--- src/rtl/bus_hs_pkg.sv ---
// Package: bus_hs_pkg
//
// Shared constants and helpers for the valid/ready elastic buffer family.
//   DEFAULT_WIDTH / DEFAULT_DEPTH : default payload width and beat capacity
//   clog2()                       : ceiling log2 usable in parameter expressions
package bus_hs_pkg;

    localparam int DEFAULT_WIDTH = 32;
    localparam int DEFAULT_DEPTH = 2;

    // Ceiling log2; clog2(1) = 0, clog2(2) = 1, clog2(3) = 2, clog2(9) = 4.
    function automatic int clog2(input int value);
        int result;
        int rem;
        result = 0;
        rem    = value - 1;
        while (rem > 0) begin
            result = result + 1;
            rem    = rem >> 1;
        end
        return result;
    endfunction

endpackage

--- src/rtl/bus_hs_ring.sv ---
// Module: bus_hs_ring
//
// Circular register array that backs the head register of the elastic buffer.
// It holds no occupancy of its own: the parent knows how many beats are stored
// and never writes when full or reads when empty.
//
// Ports
//   clk        in   1      rising-edge clock
//   rst        in   1      synchronous active-high reset (pointers only)
//   clr_i      in   1      synchronous pointer clear (flush)
//   wr_en_i    in   1      write wr_data_i at the write pointer and advance it
//   wr_data_i  in   WIDTH  payload to store
//   rd_en_i    in   1      advance the read pointer
//   rd_data_o  out  WIDTH  entry at the read pointer (combinational read)
module bus_hs_ring
    import bus_hs_pkg::*;
#(
    parameter int WIDTH   = 32,
    parameter int ENTRIES = 1
) (
    input  logic             clk,
    input  logic             rst,
    input  logic             clr_i,
    input  logic             wr_en_i,
    input  logic [WIDTH-1:0] wr_data_i,
    input  logic             rd_en_i,
    output logic [WIDTH-1:0] rd_data_o
);

    localparam int PTRW = (ENTRIES > 1) ? clog2(ENTRIES) : 1;

    logic [PTRW-1:0]  wr_ptr_q;
    logic [PTRW-1:0]  wr_ptr_d;
    logic [PTRW-1:0]  rd_ptr_q;
    logic [PTRW-1:0]  rd_ptr_d;
    logic [WIDTH-1:0] mem_q [ENTRIES];

    // Pointers wrap at ENTRIES-1 rather than at a power of two.
    function automatic logic [PTRW-1:0] ptr_inc(input logic [PTRW-1:0] ptr);
        if (ptr == PTRW'(ENTRIES - 1)) begin
            return '0;
        end
        return ptr + 1'b1;
    endfunction

    always_comb begin
        wr_ptr_d = wr_ptr_q;
        rd_ptr_d = rd_ptr_q;
        if (clr_i) begin
            wr_ptr_d = '0;
            rd_ptr_d = '0;
        end else begin
            if (wr_en_i) begin
                wr_ptr_d = ptr_inc(wr_ptr_q);
            end
            if (rd_en_i) begin
                rd_ptr_d = ptr_inc(rd_ptr_q);
            end
        end
    end

    always_ff @(posedge clk) begin
        if (rst) begin
            wr_ptr_q <= '0;
            rd_ptr_q <= '0;
        end else begin
            wr_ptr_q <= wr_ptr_d;
            rd_ptr_q <= rd_ptr_d;
        end
    end

    // Payload storage carries no reset; stale entries are never read.
    always_ff @(posedge clk) begin
        if (wr_en_i && !clr_i) begin
            mem_q[wr_ptr_q] <= wr_data_i;
        end
    end

    assign rd_data_o = mem_q[rd_ptr_q];

endmodule

--- src/rtl/bus_valid_ready_elastic.sv ---
// Module: bus_valid_ready_elastic
//
// Multi-entry elastic buffer for a valid/ready bus. Every output (valid_o,
// data_o, ready_o, count_o) comes straight from a flop, so neither the forward
// nor the backward timing path crosses the buffer. Capacity is DEPTH beats:
// one output (head) register plus a DEPTH-1 entry ring. DEPTH>=2 sustains one
// beat per clock; DEPTH=1 alternates accept and emit.
//
// Ports
//   clk      in   1      rising-edge clock
//   rst      in   1      synchronous active-high reset, drops every held beat
//   flush_i  in   1      synchronous discard of all held beats; wins over acc/pop
//   valid_i  in   1      upstream beat valid
//   data_i   in   WIDTH  upstream payload
//   ready_o  out  1      upstream ready (registered, exact)
//   valid_o  out  1      downstream beat valid (registered)
//   data_o   out  WIDTH  downstream payload (registered)
//   ready_i  in   1      downstream ready
//   count_o  out  CNTW   beats currently held (registered)
module bus_valid_ready_elastic
    import bus_hs_pkg::*;
#(
    parameter  int WIDTH = DEFAULT_WIDTH,
    parameter  int DEPTH = DEFAULT_DEPTH,
    localparam int CNTW  = clog2(DEPTH + 1)
) (
    input  logic             clk,
    input  logic             rst,
    input  logic             flush_i,
    input  logic             valid_i,
    input  logic [WIDTH-1:0] data_i,
    output logic             ready_o,
    output logic             valid_o,
    output logic [WIDTH-1:0] data_o,
    input  logic             ready_i,
    output logic [CNTW-1:0]  count_o
);

    logic             valid_q;
    logic             valid_d;
    logic [WIDTH-1:0] data_q;
    logic [WIDTH-1:0] data_d;
    logic             ready_q;
    logic             ready_d;
    logic [CNTW-1:0]  count_q;
    logic [CNTW-1:0]  count_d;

    logic             acc;
    logic             pop;
    logic             store_empty;
    logic             store_wr;
    logic             store_rd;
    logic [WIDTH-1:0] store_rd_data;

    always_comb begin
        acc      = valid_i & ready_q;
        pop      = valid_q & ready_i;
        // Head is full whenever anything is held, so the ring holds count-1.
        store_empty = (count_q <= CNTW'(1));

        valid_d  = valid_q;
        data_d   = data_q;
        count_d  = count_q;
        store_wr = 1'b0;
        store_rd = 1'b0;

        // Head refill: oldest stored beat first, then the incoming beat.
        if (!valid_q || pop) begin
            if (!store_empty) begin
                data_d   = store_rd_data;
                valid_d  = 1'b1;
                store_rd = 1'b1;
                store_wr = acc;
            end else if (acc) begin
                data_d  = data_i;
                valid_d = 1'b1;
            end else begin
                valid_d = 1'b0;
            end
        end else begin
            store_wr = acc;
        end

        unique case ({acc, pop})
            2'b10:   count_d = count_q + 1'b1;
            2'b01:   count_d = count_q - 1'b1;
            default: count_d = count_q;
        endcase

        if (flush_i) begin
            valid_d  = 1'b0;
            data_d   = data_q;
            count_d  = '0;
            store_wr = 1'b0;
            store_rd = 1'b0;
        end

        // Ready is computed from the next occupancy, so it is exact and the
        // ring can never be written when full.
        ready_d = (count_d < CNTW'(DEPTH));
    end

    always_ff @(posedge clk) begin
        if (rst) begin
            valid_q <= 1'b0;
            ready_q <= 1'b0;
            count_q <= '0;
            data_q  <= '0;
        end else begin
            valid_q <= valid_d;
            ready_q <= ready_d;
            count_q <= count_d;
            data_q  <= data_d;
        end
    end

    generate
        if (DEPTH > 1) begin : g_ring
            bus_hs_ring #(
                .WIDTH   (WIDTH),
                .ENTRIES (DEPTH - 1)
            ) u_ring (
                .clk       (clk),
                .rst       (rst),
                .clr_i     (flush_i),
                .wr_en_i   (store_wr),
                .wr_data_i (data_i),
                .rd_en_i   (store_rd),
                .rd_data_o (store_rd_data)
            );
        end else begin : g_no_ring
            // Single-entry buffer: ready drops as soon as the head fills, so
            // the ring controls are never asserted.
            logic unused_store;
            assign unused_store  = store_wr ^ store_rd;
            assign store_rd_data = '0;
        end
    endgenerate

    assign valid_o = valid_q;
    assign data_o  = data_q;
    assign ready_o = ready_q;
    assign count_o = count_q;

    a_count_bound: assert property (@(posedge clk) disable iff (rst)
        count_q <= CNTW'(DEPTH));

    a_valid_count: assert property (@(posedge clk) disable iff (rst)
        valid_q == (count_q != '0));

endmodule

--- config.mk ---
export PLATFORM = sky130hd
export DESIGN_NAME = bus_valid_ready_elastic
export DESIGN_NICKNAME = d
export VERILOG_FILES = /design/src/rtl/bus_hs_pkg.sv /design/src/rtl/bus_hs_ring.sv /design/src/rtl/bus_valid_ready_elastic.sv
export SDC_FILE = /design/constraint.sdc
export NUM_CORES = 1
export LEC_CHECK = 0
export ABC_AREA = 1
export CELL_PAD_IN_SITES_DETAIL_PLACEMENT = 1
export CELL_PAD_IN_SITES_GLOBAL_PLACEMENT = 2
export CORE_ASPECT_RATIO = 1.2
export CORE_UTILIZATION = 31
export CTS_BUF_LIST = sky130_fd_sc_hd__clkbuf_2 sky130_fd_sc_hd__clkbuf_4 sky130_fd_sc_hd__clkbuf_8
export DETAILED_ROUTE_END_ITERATION = 10
export PLACE_DENSITY = 0.95
export SLEW_MARGIN = 10
export SYNTH_ARGS = -nofsm -noshare
export SYNTH_HDL_FRONTEND = slang
export SYNTH_SLANG_ARGS = --single-unit
export TNS_END_PERCENT = 30
--- constraint.sdc ---
create_clock -name clk -period 4.2 [get_ports clk]
set_input_delay 1.26 -clock clk [delete_from_list [all_inputs] [get_ports clk]]
set_output_delay 1.26 -clock clk [all_outputs]
set_load 0.01 [all_outputs]
# After elaboration in Yosys (flattened, before gate mapping)
# Memory sizes are Yosys's and may differ from the RTL's.
# Cells that the tools add are included.
# Widths: inputs -> output; s select.
[classes]
addsub = 2
magnitude_cmp = 2
eq_ne = 3
mux = 11
bitwise = 3
reduce_logical = 6
[op_table]
columns = ["operator", "n"]
rows = [
  ["$mux 32", 2],
  ["$mux 1", 7],
  ["$pmux 2 s2", 1],
  ["$reduce_and 3->1", 1],
  ["$add 2x1->2 const B", 1],
  ["$and 1x1->1", 2],
  ["$eq 2x1->1 const B", 1],
  ["$eq 2x2->1 const B", 1],
  ["$le 2x1->1 const B", 1],
  ["$logic_not 1->1", 2],
  ["$lt 2x2->1 const B", 1],
  ["$mux 2", 1],
  ["$ne 2x2->1 const B", 1],
  ["$reduce_or 2->1", 1],
  ["$sub 2x1->2 const B", 1],
  ["$logic_and 1x1->1", 1],
  ["$logic_or 1x1->1", 1],
  ["$not 1->1", 1],
]
[totals]
regBits = 36
ram_bits = 32
inputBits = 37
output_inout_bits = 36
wordCells = 32
mem_count = 1
[memory_table]
columns = ["memory", "words", "word_bits", "read_ports", "rd_ports_with_merged_regs", "write_ports", "line", "source"]
rows = [
  ["g_ring.u_ring.mem_q", 1, 32, 1, 0, 1, "bus_hs_ring.sv:36", "logic [WIDTH-1:0] mem_q [ENTRIES];"],
]

# Depth between registers and ports, before layout
# Gate-level depths: netlist of run 1.
[depth]
ltp_word = 7
ltp_mapped = 11

# Cells and area by module
# From an unflattened synthesis of run 1, not the netlist that was laid out.
[unflattened]
cells_unflattened = 316
hier_area_um2 = 2747.6
[modules_own_cells]
columns = ["mod", "instances", "cells_each", "area_each_um2"]
rows = [
  ["bus_valid_ready_elastic", 1, 282, 1776.7],
  ["bus_hs_ring", 1, 34, 970.9],
]

# Worst setup path after synthesis of run 1
# OpenSTA, ideal clock, no wires.
[synth_path]
path_type = "reg2reg"
start = "register count_q[1] (netlist: count_o[1])"
end = "memory g_ring.u_ring.mem_q[0][0], enable pin"
setup_time_ns = 0.387
t_arrival_ns = 2.163
path_slack_ns = 1.650
stages_incl_launch_ff = 10
n_path_buf = 3
path_cell_list = "dfxtp_1 inv_2 clkbuf_1 ha_1 or2_1 buf_2 clkbuf_1 o21ai_0 nand3_1 inv_1"
[synth_between]
elab_chain_len = 7
[synth_lines]
columns = ["item", "line", "source"]
rows = [
  ["start, declared", "bus_valid_ready_elastic.sv:45", "logic [CNTW-1:0] count_q;"],
  ["start signal, assigned", "bus_valid_ready_elastic.sv:112", "count_q <= count_d;"],
  ["$le 2x1->1", "bus_valid_ready_elastic.sv:59", "store_empty = (count_q <= CNTW'(1));"],
  ["$mux 1", "bus_valid_ready_elastic.sv:69", "if (!store_empty) begin"],
  ["$mux 1", "bus_valid_ready_elastic.sv:68", "if (!valid_q || pop) begin"],
  ["$mux 1", "bus_valid_ready_elastic.sv:90", "if (flush_i) begin"],
  ["$logic_and 1x1->1", "bus_hs_ring.sv:74", "if (wr_en_i && !clr_i) begin"],
  ["$mux 1", "bus_hs_ring.sv:74", ""],
  ["$mux 1 (implied by the code)", "bus_hs_ring.sv:75", "mem_q[wr_ptr_q] <= wr_data_i;"],
  ["end, declared", "bus_hs_ring.sv:36", ""],
]
# No other way between the ends.

# Final worst setup path of run 1
[layout_path]
start = "register count_q[1] (netlist: count_o[1])"
end = "output port count_o[1]"
[layout_rtl]
columns = ["item", "line", "source"]
rows = [
  ["end, declared", "bus_valid_ready_elastic.sv:36", "output logic [CNTW-1:0] count_o"],
]
# No word-level cell between the ends.

==> impl_metrics.json, run 1 <==
{
  "status": "finished, final reports clean",
  "final_cell_area_um2": 3950,
  "core-area_um2": 9080,
  "tns_ps": 0,
  "rows": 38,
  "antenna_cells": 0,
  "clk_pin_slew_worst_paths_ps": 70,
  "critPathBufInv": 1,
  "cts_setup_buffers": 0,
  "placed_area_um2": 3730,
  "antenna_found_initial": 0,
  "num_vias": 2402,
  "grt_pass1_vias": 2385,
  "pre_cts_slack_ps": 1110,
  "cp_top_family": "buffers and inverters",
  "hpwl_um": 4860,
  "utilization": 0.435,
  "synth_top_area_cell": "edfxtp_1",
  "cp_max_fo": 14,
  "htree_levels": 3,
  "portBuffers": 72,
  "slew_headroom": 0.274,
  "leakage_nw": 1.72,
  "drive_gt1_frac": 0.0540,
  "clk_latency_ps": 340,
  "cts.sinks": 68,
  "post_cts_resized": 0,
  "cts_inserted_buffers": 9,
  "mostFrequentLayoutCell": "nand2_1",
  "max_freq_mhz": 349,
  "cts_hold_buf": 0,
  "cts_tree": "yes",
  "cts.path.max_buffers": 2,
  "avgSynthCellArea_um2": 8.28,
  "fp.dieH_um": 108,
  "nNetsFinal": 459,
  "cts-root-buf": "clkbuf_8",
  "fin_worst_skew_ps": 6.07,
  "netlist.area_leader.share": 0.329,
  "detail-route-antenna-nets": 0,
  "gr-total-overflow": 0,
  "cp.arrival_ps": 1610,
  "post-route-drc-count": 0,
  "initial_core_util": 0.322,
  "vias_per_cell": 4.40,
  "ir_drop_mv": 0.188,
  "crit_path_top_delay_cell": "clkdlybuf4s50_1",
  "yosys_warnings": 0,
  "ys_types": 19,
  "ys_seq_area_frac": 0.576,
  "r2r_slack_ps": 1450,
  "tightest_slew_ps": 1090,
  "powerDensity_nw_per_um2": 389,
  "grt_pass1_wl_um": 11400,
  "worst_slack_ps": 1330,
  "setup_viol": 0,
  "die_area_um2": 9820,
  "syn_to_final_growth_pct": 35.2,
  "die_w_um": 90.6,
  "finalCriticalPeriod_ps": 2870,
  "drt-initial-drc-count": 94,
  "crit_type": "reg -> out",
  "syn-num-nets": 391,
  "ys_seq_elements": 68,
  "crit_path_end_kind": "output port",
  "rsz0062_at_grt": "no",
  "worst_path_largest_cell_delay_ps": 660,
  "final_cell_mix": "nand2_1, clkdlybuf4s50_1, nor2_1",
  "synthTopCellsByArea": "edfxtp_1, dfxtp_1, nand2_1",
  "hold_viol": 0,
  "slew_violations": 0,
  "post_drt_wl_per_cell_um": 12.8,
  "maxCapViolCount": 0,
  "grt_max_degree": 41,
  "critPathLaunchType": "flip-flop",
  "gp_congestion": 0.717,
  "syn_area_um2": 2920,
  "first_pass_iters": 4,
  "pin_count": 73,
  "netlist_instances": 353,
  "worstPathCellList": "clkdlybuf4s50_1",
  "hp-class": "reg -> reg",
  "grt_usage": 0.151,
  "wl_um": 6990,
  "worst_ep_required_time_ps": 2940,
  "fin_crit_sh": 0.682
}
through the flow:
step | power (mW) | std cells | hold slack, ps
6_report | 1.54 | 546 | 490
5_1_grt | 1.61 | 546 | 528
4_1_cts | 1.56 | 546 | 500
3_5_place_dp | 0.954 | 530 | 477
3_3_place_gp | 0.948 | 530 | 473
2_1_floorplan | 0.849 | 353 | 519
state kept, by name, summed over array words and instances (netlist names):
signal / count
ready_o: 1
count_o: 2
g_ring.u_ring.mem_q: 32
data_o: 32
valid_o: 1
layout make-up:
cell class / instances / area (um^2)
clock buffer: 11 / 145
clock inverter: 5 / 75.1
fill: 1057 / 5130
inverter: 50 / 188
multi-input combinational: 217 / 956
sequential: 68 / 1680
tap: 120 / 150
timing repair buffer: 75 / 756
power by group:
group | internal, mW | switching (mW) | total [mW] | leakage (nW)
sequential | 0.718 | 0.0143 | 0.732 | 0.583
clock | 0.354 | 0.248 | 0.603 | 0.116
combinational | 0.102 | 0.101 | 0.203 | 1.02
synthesized netlist by cell type:
cell / instances
nor2_2: 1
nand3_1: 17
a21oi_1: 12
o21ai_0: 22
clkbuf_1: 8
nand2_4: 2
buf_1: 1
a21boi_0: 13
buf_2: 5
or2_1: 1
nand2_1: 93
dfxtp_1: 36
ha_1: 1
buf_4: 2
inv_2: 1
edfxtp_1: 32
nor2_1: 55
buf_6: 2
inv_1: 49
cells by family (layout without fill, tap and decap cells):
family / after synthesis / count (layout) / share of synthesized area
fa+ha+maj: 1 / 1 / 0.00428
compound gates: 47 / 47 / 0.0916
buf+inv: 68 / 141 / 0.0972
flops: 68 / 68 / 0.576
simple gates: 169 / 169 / 0.231
tightest hold or removal path, stage by stage, from the launching register on:
cell     delay [ps]
dfxtp_1         330
a21oi_1          40
nor2_1           80
path summary, 6_finish.rpt:
path / start / to / cells past startpoint
setup / recovery: count_o[1]$_SDFF_PP0_ / count_o[1] / 1
setup reg to reg: count_o[1]$_SDFF_PP0_ / data_o[30]$_SDFFE_PP0P_ / 9
hold / removal: data_o[10]$_SDFFE_PP0P_ / data_o[10]$_SDFFE_PP0P_ / 2
hold reg to reg: data_o[10]$_SDFFE_PP0P_ / data_o[10]$_SDFFE_PP0P_ / 2
per-layer routing:
layer / track usage / routed length (um) / up-vias
li1: - / - / 1236
met3: 0.0352 / 289 / 9
met1: 0.184 / 3230 / 1104
met5: 0 / 0 / -
met4: 0.0691 / 116 / 0
met2: 0.255 / 3350 / 53
No activity file was read; power rests on OpenSTA's default activity.
==> run 2, diff against run 1 <==
--- a/config.mk
+++ b/config.mk
@@ -9,10 +9,10 @@
 export CELL_PAD_IN_SITES_DETAIL_PLACEMENT = 1
 export CELL_PAD_IN_SITES_GLOBAL_PLACEMENT = 2
 export CORE_ASPECT_RATIO = 1.2
-export CORE_UTILIZATION = 31
+export CORE_UTILIZATION = 26
 export CTS_BUF_LIST = sky130_fd_sc_hd__clkbuf_2 sky130_fd_sc_hd__clkbuf_4 sky130_fd_sc_hd__clkbuf_8
 export DETAILED_ROUTE_END_ITERATION = 10
-export PLACE_DENSITY = 0.95
+export PLACE_DENSITY = 0.89
 export SLEW_MARGIN = 10
 export SYNTH_ARGS = -nofsm -noshare
 export SYNTH_HDL_FRONTEND = slang
==> constraint.sdc (replaced) <==
create_clock -name clk -period 2.45 [get_ports clk]
set_input_delay 0.735 -clock clk [delete_from_list [all_inputs] [get_ports clk]]
set_output_delay 0.735 -clock clk [all_outputs]
set_load 0.01 [all_outputs]
==> run 2 against run 1 <==
Largest cell class unchanged. Highest routed layer unchanged. Power rose by 62%. Critical path depth did not move. Via count shrank 0.37%. Worst hold slack better by 6.5 ps. Count of clock-buffer cells in the layout rose by 3. Utilization fell by 7.4 points.
==> impl_metrics.json, run 2 (same netlist as run 1, synthesis figures left out) <==
{
  "antenna_found_initial": 0,
  "clk_pin_slew_worst_paths_ps": 70,
  "crit_type": "reg -> out",
  "critPathLaunchType": "flip-flop",
  "fin_worst_skew_ps": 11.9,
  "drive_gt1_frac": 0.0673,
  "cts_tree": "yes",
  "rows": 42,
  "multi_input_area_um2": 956,
  "tns_ps": 0,
  "drt-initial-drc-count": 71,
  "leakage_nw": 1.72,
  "slew_headroom": 0.700,
  "regArea_um2": 1680,
  "htree_levels": 3,
  "max_freq_mhz": 452,
  "worst_path_largest_cell_delay_ps": 640,
  "gr-total-overflow": 0,
  "finalCriticalPeriod_ps": 2210,
  "grt_pass1_vias": 2451,
  "worst_ep_required_time_ps": 1710,
  "hpwl_um": 5010,
  "nNetsFinal": 464,
  "rsz0062_at_grt": "no",
  "cp.arrival_ps": 1480,
  "critPathBufInv": 1,
  "mostFrequentLayoutCell": "nand2_1",
  "post-route-drc-count": 0,
  "antenna_cells": 0,
  "cts_setup_buffers": 0,
  "detail-route-antenna-nets": 0,
  "portBuffers": 72,
  "grt_pass1_wl_um": 12100,
  "fin_crit_sh": 0.904,
  "worstPathCellList": "clkdlybuf4s50_1",
  "grt_usage": 0.135,
  "tightest_slew_ps": 450,
  "powerDensity_nw_per_um2": 626,
  "cts-root-buf": "clkbuf_8",
  "die_area_um2": 11700,
  "cts_hold_buf": 0,
  "crit_path_top_delay_cell": "clkdlybuf4s50_1",
  "cts_inserted_buffers": 9,
  "cts.sinks": 68,
  "cp_top_family": "buffers and inverters",
  "gp_congestion": 0.718,
  "fill_cells": 1304,
  "post_cts_resized": 0,
  "num_vias": 2393,
  "finalPower_mw": 2.48,
  "initial_core_util": 0.266,
  "vias_per_cell": 4.25,
  "die_w_um": 98.8,
  "clk_latency_ps": 350,
  "status": "finished, final reports clean",
  "wl_um": 7210,
  "cp_max_fo": 9,
  "pin_count": 73,
  "crit_path_end_kind": "output port",
  "slew_violations": 0,
  "maxCapViolCount": 0,
  "setup_viol": 0,
  "grt_max_degree": 41,
  "final_cell_mix": "nand2_1, clkdlybuf4s50_1, nor2_1",
  "hold_viol": 0,
  "core-area_um2": 11000,
  "post_drt_wl_per_cell_um": 12.8,
  "syn_to_final_growth_pct": 35.9,
  "hp-class": "reg -> reg",
  "fp.dieH_um": 118,
  "cts.path.max_buffers": 2,
  "first_pass_iters": 4,
  "ir_drop_mv": 0.303
}
run 2: changes by cell type in the layout (fill, tap and decap cells not counted):
| cell | previous run | this run |
|---|---|---|
| clkbuf_8 | 10 | 11 |
| buf_4 | 2 | 7 |
| clkinvlp_4 | 0 | 1 |
| clkinv_2 | 3 | 2 |
| bufinv_16 | 2 | 0 |
| inv_1 | 49 | 48 |
| clkbuf_4 | 1 | 3 |
run 2: cell type report:
type,instances,share of cell area
Sequential cell,68,0.423
Multi-Input combinational cell,217,0.241
Timing Repair Buffer,80,0.200
Inverter,50,0.0482
Clock buffer,14,0.0438
Tap cell,132,0.0416
Clock inverter,2,0.00252
run 2: per-stage QoR:
stage / util / instance area, um^2 / hold WS (ps) / setup WS [ps] / cells
2_1_floorplan: - / 2930 / 519 / 92.8 / 353
6_report: 0.362 / 3970 / 497 / 236 / 563
5_1_grt: 0.362 / 3970 / 518 / 123 / 563
4_1_cts: 0.362 / 3970 / 506 / 196 / 563
3_3_place_gp: 0.345 / 3790 / 478 / 298 / 547
3_5_place_dp: 0.345 / 3790 / 478 / 237 / 547
run 2: power breakdown:
part,internal [mW],switching [mW],total (mW)
clock,0.455,0.421,0.875
combinational,0.180,0.175,0.355
sequential,1.23,0.0233,1.25
total,1.87,0.619,2.48
run 2: layer usage:
layer	GRT usage	part of all wire	vias to the layer above
li1	-	-	1240
met1	0.169	0.46	1085
met2	0.208	0.46	56
met3	0.0392	0.056	12
met4	0.0700	0.023	0
met5	0	0	-
run 2: worst reg2reg max path: cells and delay by family (launching register included):
| kind | cells | cell delay, ps |
|---|---|---|
| adder cells (fa/ha/maj) | 1 | 210 |
| buffers and inverters | 1 | 180 |
| flip-flops | 1 | 500 |
| AND/OR/NAND/NOR | 6 | 1100 |
run 2: path summary, 6_finish.rpt:
path	start	end	slack, ps	cells past startpoint
max reg2reg	count_o[1]$_SDFF_PP0_	data_o[30]$_SDFFE_PP0P_	410	8
min reg2reg	data_o[11]$_SDFFE_PP0P_	data_o[11]$_SDFFE_PP0P_	500	2
max	count_o[1]$_SDFF_PP0_	count_o[1]	240	1
min	data_o[11]$_SDFFE_PP0P_	data_o[11]$_SDFFE_PP0P_	500	2
